==> config.mk <==
export PLATFORM = sky130hd
export DESIGN_NAME = activity_led_driver
export DESIGN_NICKNAME = d
export VERILOG_FILES = /design/src/rtl/midi_pkg.sv /design/src/rtl/activity_stretch.sv /design/src/rtl/activity_led_driver.sv
export SDC_FILE = /design/constraint.sdc
export NUM_CORES = 1
export LEC_CHECK = 0
export BUFFER_PORTS_ARGS = -buffer_cell sky130_fd_sc_hd__buf_2
export CORE_ASPECT_RATIO = 1.75
export CORE_UTILIZATION = 35
export CTS_CLUSTER_DIAMETER = 100
export DETAILED_ROUTE_END_ITERATION = 8
export HOLD_SLACK_MARGIN = 0.02
export MAX_ROUTING_LAYER = met4
export PLACE_DENSITY = 0.54
export REMOVE_ABC_BUFFERS = 1
export SYNTH_ARGS = -nofsm -noshare
export SYNTH_HDL_FRONTEND = slang
export SYNTH_SLANG_ARGS = --single-unit
==> constraint.sdc <==
create_clock -name clk -period 6.7 [get_ports clk]
set_clock_uncertainty 0.1 [all_clocks]
set_input_delay 0.335 -clock clk [delete_from_list [all_inputs] [get_ports clk]]
set_output_delay 0.335 -clock clk [all_outputs]
set_load 0.03 [all_outputs]
==> src/rtl/midi_pkg.sv <==
`default_nettype none
// +----------------------------------------------------------------------+
// | midi_pkg: shared constants, parameter derivations and LED FSM states |
// | Rev 1.0                                                              |
// +----------------------------------------------------------------------+
package midi_pkg;

    localparam int CLOCK_DEFAULT = 12_000_000;

    typedef enum logic [2:0] {
        ST_IDLE     = 3'd0,
        ST_LOAD     = 3'd1,
        ST_SHIFT_LO = 3'd2,
        ST_SHIFT_HI = 3'd3,
        ST_LATCH    = 3'd4
    } led_state_t;

    function automatic int hold_cycles(input int clock, input int hold_ms);
        return (clock / 1000) * hold_ms;
    endfunction

    function automatic int refresh_period(input int clock, input int refresh_hz);
        return clock / refresh_hz;
    endfunction

    // Bits needed to hold 0..max_value; never narrower than one bit.
    function automatic int cnt_width(input int max_value);
        return (max_value < 1) ? 1 : $clog2(max_value + 1);
    endfunction

endpackage
`default_nettype wire

==> src/rtl/activity_stretch.sv <==
`default_nettype none
// +----------------------------------------------------------------------+
// | activity_stretch: retriggerable pulse stretcher for one LED channel  |
// | Rev 1.0                                                              |
// +----------------------------------------------------------------------+
module activity_stretch
    import midi_pkg::*;
#(
    parameter int HOLD_CYCLES = 50
) (
    input  logic clk,
    input  logic rst_n,
    input  logic strobe,
    output logic led
);

    localparam int CW = cnt_width(HOLD_CYCLES);
    localparam logic [CW-1:0] HOLD_VAL = CW'(HOLD_CYCLES);

    logic [CW-1:0] r_count;

    // led is registered from the counter so a strobe at edge k lights
    // the LED on edges k+1 .. k+HOLD_CYCLES.
    always_ff @(posedge clk or negedge rst_n) begin
        if (!rst_n) begin
            r_count <= '0;
            led     <= 1'b0;
        end else begin
            if (strobe)
                r_count <= HOLD_VAL;
            else if (r_count != '0)
                r_count <= r_count - CW'(1);
            led <= (r_count != '0);
        end
    end

endmodule
`default_nettype wire

==> src/rtl/activity_led_driver.sv <==
`default_nettype none
// +----------------------------------------------------------------------+
// | activity_led_driver: stretches MIDI activity strobes and refreshes   |
// | a 74HC595 LED chain over SCK/RCK/SER.  Rev 1.0                       |
// +----------------------------------------------------------------------+
module activity_led_driver
    import midi_pkg::*;
#(
    parameter int PORTS      = 16,
    parameter int CLOCK      = CLOCK_DEFAULT,
    parameter int HOLD_MS    = 50,
    parameter int SCK_DIV    = 4,
    parameter int REFRESH_HZ = 1000,
    parameter int INVERT     = 0
) (
    input  logic             clk,
    input  logic             rst_n,
    input  logic [PORTS-1:0] act_in,
    input  logic [PORTS-1:0] act_out,
    input  logic             lamp_test,
    output logic             sck,
    output logic             rck,
    output logic             ser,
    output logic             busy
);

    localparam int HOLD_CYCLES    = hold_cycles(CLOCK, HOLD_MS);
    localparam int REFRESH_PERIOD = refresh_period(CLOCK, REFRESH_HZ);
    localparam int CHAIN          = 2 * PORTS;
    localparam int RW             = cnt_width(REFRESH_PERIOD - 1);
    localparam int DW             = cnt_width(SCK_DIV - 1);
    localparam int BW             = cnt_width(CHAIN - 1);

    localparam logic [RW-1:0] REFRESH_LAST = RW'(REFRESH_PERIOD - 1);
    localparam logic [DW-1:0] DIV_LAST     = DW'(SCK_DIV - 1);
    localparam logic [BW-1:0] BIT_LAST     = BW'(CHAIN - 1);
    localparam logic          INV_BIT      = (INVERT != 0);

    logic [PORTS-1:0] w_led_in;
    logic [PORTS-1:0] w_led_out;

    for (genvar gi = 0; gi < PORTS; gi++) begin : g_port
        activity_stretch #(.HOLD_CYCLES(HOLD_CYCLES)) u_in (
            .clk    (clk),
            .rst_n  (rst_n),
            .strobe (act_in[gi]),
            .led    (w_led_in[gi])
        );
        activity_stretch #(.HOLD_CYCLES(HOLD_CYCLES)) u_out (
            .clk    (clk),
            .rst_n  (rst_n),
            .strobe (act_out[gi]),
            .led    (w_led_out[gi])
        );
    end

    // Refresh timebase; the tick is registered so the first frame's LOAD
    // lands one cycle after the tick cycle.
    logic [RW-1:0] r_refresh;
    logic          r_tick;

    always_ff @(posedge clk or negedge rst_n) begin
        if (!rst_n) begin
            r_refresh <= '0;
            r_tick    <= 1'b0;
        end else begin
            r_tick <= (r_refresh == REFRESH_LAST);
            if (r_refresh == REFRESH_LAST)
                r_refresh <= '0;
            else
                r_refresh <= r_refresh + RW'(1);
        end
    end

    // First-shifted bit sits at the MSB: act_out[PORTS-1] .. act_in[0].
    logic [CHAIN-1:0] w_snapshot;
    assign w_snapshot = {w_led_out, w_led_in} | {CHAIN{lamp_test}};

    led_state_t       r_state, w_state_nx;
    logic [DW-1:0]    r_div, w_div_nx;
    logic [BW-1:0]    r_bit, w_bit_nx;
    logic [CHAIN-1:0] r_shreg, w_shreg_nx;
    logic             w_ser_nx;
    logic             w_div_done;

    assign w_div_done = (r_div == DIV_LAST);

    always_ff @(posedge clk or negedge rst_n) begin
        if (!rst_n) begin
            r_state <= ST_IDLE;
            r_div   <= '0;
            r_bit   <= '0;
            r_shreg <= '0;
            sck     <= 1'b0;
            rck     <= 1'b0;
            ser     <= 1'b0;
            busy    <= 1'b0;
        end else begin
            r_state <= w_state_nx;
            r_div   <= w_div_nx;
            r_bit   <= w_bit_nx;
            r_shreg <= w_shreg_nx;
            // Pins are decoded from the next state so they align with it.
            sck     <= (w_state_nx == ST_SHIFT_HI);
            rck     <= (w_state_nx == ST_LATCH);
            busy    <= (w_state_nx != ST_IDLE);
            ser     <= w_ser_nx;
        end
    end

    always_comb begin
        w_state_nx = r_state;
        w_div_nx   = r_div;
        w_bit_nx   = r_bit;
        w_shreg_nx = r_shreg;
        w_ser_nx   = ser;
        unique case (r_state)
            ST_IDLE: begin
                // Ticks seen outside IDLE are simply dropped.
                if (r_tick)
                    w_state_nx = ST_LOAD;
            end
            ST_LOAD: begin
                w_shreg_nx = w_snapshot;
                w_bit_nx   = '0;
                w_div_nx   = '0;
                w_ser_nx   = w_snapshot[CHAIN-1] ^ INV_BIT;
                w_state_nx = ST_SHIFT_LO;
            end
            ST_SHIFT_LO: begin
                if (w_div_done) begin
                    w_div_nx   = '0;
                    w_state_nx = ST_SHIFT_HI;
                end else begin
                    w_div_nx = r_div + DW'(1);
                end
            end
            ST_SHIFT_HI: begin
                if (w_div_done) begin
                    w_div_nx = '0;
                    if (r_bit == BIT_LAST) begin
                        w_state_nx = ST_LATCH;
                    end else begin
                        w_shreg_nx = {r_shreg[CHAIN-2:0], 1'b0};
                        w_bit_nx   = r_bit + BW'(1);
                        w_ser_nx   = w_shreg_nx[CHAIN-1] ^ INV_BIT;
                        w_state_nx = ST_SHIFT_LO;
                    end
                end else begin
                    w_div_nx = r_div + DW'(1);
                end
            end
            ST_LATCH: begin
                if (w_div_done) begin
                    w_div_nx   = '0;
                    w_state_nx = ST_IDLE;
                end else begin
                    w_div_nx = r_div + DW'(1);
                end
            end
            default: begin
                w_state_nx = ST_IDLE;
            end
        endcase
    end

endmodule
`default_nettype wire
* Word level (Yosys, flattened, before mapping)
Cells that the tools add are included.
** Word-level totals
- Register bits :: 732
- Input bits :: 35
- Output and inout port bits :: 4
- Word-level logic and storage cells :: 273
** Operators by class
- Muxes and demuxes :: 82
- Reduce and logical (&&, ||, !) cells :: 70
- Bitwise logic cells :: 1
- Add/sub/neg operators :: 35
- Equality and inequality tests :: 11
** Operators by type and width (number)
- $mux W20 :: 64
- $reduce_bool A20 Y1 :: 32
- $sub A20 B1 Y20 const B :: 32
- $reduce_bool A2 Y1 :: 34
- $mux W31 :: 2
- $pmux W31 S2 :: 1
- $or A32 B32 Y32 :: 1
- $mux W3 :: 5
- $pmux W3 S5 :: 1
- $add A14 B1 Y14 const B :: 1
- $eq A14 B14 Y1 const B :: 1
- $mux W14 :: 1
- $mux W5 :: 2
- $pmux W5 S2 :: 1
- $eq A3 B2 Y1 const B :: 3
- $eq A3 B3 Y1 const B :: 2
- $add A5 B1 Y5 const B :: 1
- $eq A5 B5 Y1 const B :: 1
- $ne A2 B2 Y1 const B :: 2
- $pmux W2 S2 :: 1
- $eq A3 B1 Y1 const B :: 1
- $logic_not A3 Y1 :: 1
- $reduce_and A3 Y1 :: 1
- $reduce_bool A3 Y1 :: 1
- other kinds (6) :: 7

* Logic depth before layout (Yosys ltp)
- Depth after elaboration :: 5
- Mapped depth :: 9
- Mapped depth without buffers :: 8

* Modules after synthesis
From an unflattened synthesis, not the netlist that was laid out.
** Second synthesis, totals
- Cell total of the unflattened synthesis :: 4249
- Area total of the unflattened synthesis :: 40588.9 um^2
** Modules (own cells, without submodules)
- activity_stretch (g_port[0].u_in ...) :: seq. area each 525.5 um^2, cells an instance 117, times used 20, area an instance 1146.1 um^2
- activity_stretch (g_port[4].u_in ...) :: seq. area each 525.5 um^2, cells an instance 131, times used 12, area an instance 1231.2 um^2
- activity_led_driver :: seq. area each 1501.4 um^2, cells an instance 337, times used 1, area an instance 2892.8 um^2

* Worst setup path before layout
Ideal clock, no wire load.
- Path type :: reg2reg
- From :: reg g_port[7].u_in.r_count[12]
- To :: reg g_port[7].u_in.r_count[17]
- Arrival time :: 2239 ps
- Slack :: 4283 ps
- Period minus slack after synthesis :: 2417 ps
- Cell stages (with the launch flop) :: 7
- Setup time :: 78 ps
- Path buffers :: 1
- Cell sequence :: dfrtp_1 -> or4_4 -> or3_1 -> buf_6 -> or2_4 -> or4_1 -> a21oi_1
** On the way
- Cells in the longest elaborated chain, start to end :: 3
- Elaborated cells on any way between the ends :: 5
** Ends and longest elaborated chain
- from (decl) :: RTL line activity_stretch.sv:20 : logic [CW-1:0] r_count;
- from (signal assigned) :: RTL line activity_stretch.sv:32 : r_count <= r_count - CW'(1);
- $sub A20 B1 Y20 :: RTL line activity_stretch.sv:32
- $mux W20 :: RTL line activity_stretch.sv:31 : else if (r_count != '0)
- $mux W20 :: RTL line activity_stretch.sv:29 : if (strobe)
Several ways; a longest one is shown, not always the timed one. The select of a mux whose other input is x is not followed.
A chain may end at the register's enable or synchronous reset.

* Final worst setup path
- From :: reg g_port[3].u_out.r_count[8]
- To :: reg g_port[3].u_out.r_count[0]
** On the way
- Cells in the longest elaborated chain, start to end :: 2
** Ends and longest elaborated chain (RTL line)
- from (decl) :: activity_stretch.sv:20
- from (signal assigned) :: activity_stretch.sv:32
- $reduce_bool A20 Y1 :: activity_stretch.sv:31
- $reduce_bool A2 Y1 (no source line)
No other way between the ends.

==> run metrics <==
Die Y 436 um; ys async rst share 1.00; Crit-path slowest cell nor3b_2; Final Core Density 0.397; clock transition at the registers of the reported paths 0.07 ns; Warnings, synthesis 0; Critical Path AT 3.40 ns; Initial Util 0.354; Final setup viols 0; setup ws final 3.75 ns; Worst-Margin Slew 1.06 ns; Hold Crit Class in -> async; post-DP HPWL 52000 um; worst slack at placement 3.74 ns; Crit path largest cell delay 0.84 ns; root cell of the clock tree clkbuf_16; CTS Buf Count 75; number of global-route vias before repair 29200; Vias/cell 5.20; Cell Pwr Density 254 nW/um^2; Reg2Reg Capture Point g_port[3].u_out.r_count[0]; total grt overflow 0; Final period util 0.440; data required time of the critical path 7.15 ns; Port-buffer cells 38; Crit path max-delay family simple AND/OR/NAND/NOR gates; Power Total 0.0107 W; Max Freq 339 MHz; setup_tns 0 ns; reg2reg setup slack 3.75 ns; Worst IR Drop VDD 0.220 mV; Layout Nets 4078; EDFF count, synth 0; drt first pass iters 5; Die X 250 um; critical path depth 5; Clock Path Buffers 3; DRT iter0 DRCs 1212; post_cts resized 0; Crit Path Max Fanout 16; number of library cell types mapped by synthesis 78; cell leakage power 15.6 nW; crit path from g_port[3].u_out.r_count[8]; WL/cell 14.6 um; RSZ-0062 raised after global routing false; Cells after Synth 3954; crit path capture g_port[3].u_out.r_count[0]; max-cap violations 0; #FFs+latches synth 732; layout cells sized above 1 0.0619; Post-route DRC 0; largest net degree at the start of global routing 150; gpl congestion 0.777; initial antenna violation count 3; Area Growth Syn to Fin 12.2%; IO Pins 39; vias post-DR 28100; reg-to-reg critical path startpoint g_port[3].u_out.r_count[8]; ys flop type dfrtp_1; worst skew pair latency 0.66 ns; Buf+Inv Stages, Crit Path 0; GRT Util Overall 0.153; WS Path Type reg -> reg; Avg Cell Area, Syn 9.52 um^2; Reg2Reg Depth 5; Slew Viols, Final 0; die area 109000 um^2; Fin. Hold Viols 0; CTS tree yes; Netlist Area Pre-Place 37700 um^2; first-pass GRT wire length 139000 um; CP Cell Sequence nor4_1 > nor3b_2 > nand3_1 > xnor2_1 > nor2_1; placed cells 5225; Routed Antenna Nets 0; H-tree depth 3; routed wire length 78600 um; FP Rows 158; clock sinks 732; status finished, final reports clean; final non-filler cell total 5399; Final min period 2.95 ns; core area 106000 um^2; Slew HR 0.291; Setup crit start kind flip-flop; Worst setup EP type flip-flop; sequential share of the synthesized area 0.486
==> how the worst min path moves through the flow <==
stage                from                          end
floorplan           rst_n                         busy
global placement    rst_n   g_port[5].u_in.r_count[19]
detailed placement  rst_n   g_port[5].u_in.r_count[19]
CTS                 rst_n   g_port[1].u_out.r_count[7]
global route        rst_n  g_port[1].u_out.r_count[14]
finish              rst_n   g_port[1].u_out.r_count[5]
==> per-layer routing <==
metal,share of wire,wire length [um],GRT usage
met1,0.42,32900,0.167
met2,0.54,42100,0.283
met3,0.026,2080,0.0236
met4,0.020,1590,0.0473
met5,0,0,-
==> per-stage QoR <==
stage | cell area (um^2) | hold slack [ns]
final | 42300 | 0.163
after CTS | 42200 | 0.183
after floorplan | 37100 | -0.0606
after detailed placement | 39200 | 0.320
after global routing | 42300 | 0.220
after global placement | 39200 | 0.318
==> cell usage in the layout, fill, tap and decap left out, types with 33 or more instances in the layout <==
cell type / instances
o21ai_0: 152
nor2_1: 551
nand2_1: 217
dlygate4sd3_1: 33
nand3b_1: 36
o31ai_1: 36
xor2_1: 147
clkbuf_16: 77
xnor2_1: 251
nand3_1: 111
nor3_1: 186
nor2b_1: 52
nand4_1: 79
nor4_1: 151
nand2b_1: 168
a21oi_1: 166
or3_1: 91
ha_1: 68
inv_1: 91
or4_1: 76
a211oi_1: 60
buf_2: 37
dfrtp_1: 732
==> Yosys cell counts, drive strengths merged (12+ instances only) <==
| cell | instances | area (um^2) |
|---|---|---|
| nand4b | 25 | 219 |
| xnor2 | 251 | 2200 |
| a211oi | 60 | 450 |
| nand2b | 168 | 1050 |
| or2 | 22 | 140 |
| o21ai | 158 | 795 |
| a31oi | 24 | 150 |
| nor2b | 52 | 325 |
| nand4 | 79 | 494 |
| nand2 | 218 | 818 |
| nand3 | 111 | 556 |
| buf | 12 | 61.3 |
| inv | 92 | 345 |
| a21o | 14 | 105 |
| a211o | 12 | 105 |
| or3b | 20 | 175 |
| ha | 68 | 851 |
| or4 | 77 | 582 |
| nor4 | 156 | 1020 |
| and2 | 20 | 125 |
| o211ai | 17 | 128 |
| nor3 | 190 | 971 |
| dfrtp | 732 | 18300 |
| a21oi | 166 | 831 |
| clkbuf | 130 | 488 |
| and3 | 27 | 169 |
| o21bai | 17 | 128 |
| o31ai | 36 | 270 |
| a2111oi | 14 | 123 |
| nor4b | 31 | 290 |
| mux2i | 21 | 210 |
| nand3b | 36 | 270 |
| xor2 | 147 | 1290 |
| nor3b | 19 | 148 |
| nor2 | 551 | 2070 |
| or3 | 91 | 569 |
==> where the power goes <==
part           switching [W]  internal [W]  leakage, nW
Clock                0.00186       0.00273         1.31
Sequential          0.000287       0.00467         8.38
Combinational       0.000696      0.000501         5.88
==> area by class of cell <==
| class | instances | area, um^2 |
|---|---|---|
| inverters | 92 | 345 |
| repair buffers | 86 | 706 |
| diodes | 3 | 7.51 |
| multi-input cells | 2988 | 18500 |
| clock buffers | 98 | 2140 |
| clock inverters | 40 | 571 |
| flip-flops and latches | 732 | 18300 |
| well taps | 1360 | 1700 |
| fillers | 10500 | 64100 |
==> cells by family (layout without fill, tap and decap cells) <==
| group | Yosys count | in the layout | share of synthesized area |
|---|---|---|---|
| buf+inv | 234 | 316 | 0.0238 |
| fa+ha+maj | 68 | 68 | 0.0226 |
| xor+xnor | 398 | 398 | 0.0926 |
| mux | 28 | 28 | 0.00767 |
| simple gates | 1913 | 1913 | 0.270 |
| flops | 732 | 732 | 0.486 |
| compound gates | 581 | 581 | 0.0966 |
| other cells | 0 | 3 | 0 |
==> flip-flops by register name, indices dropped and copies added (netlist names) <==
name	cells
g_port.u_in.led	16
ser	1
r_refresh	14
r_bit	5
rck	1
g_port.u_out.led	16
sck	1
busy	1
r_state	3
r_tick	1
g_port.u_in.r_count	320
g_port.u_out.r_count	320
r_div	2
r_shreg	31
==> what timing repair did <==
action,in CTS,in global routing
hold endpoints to repair,645,0
buffers inserted,0,0
setup endpoints to repair,0,0
hold buffers,33,0
Power figures use the tool's default switching activity.
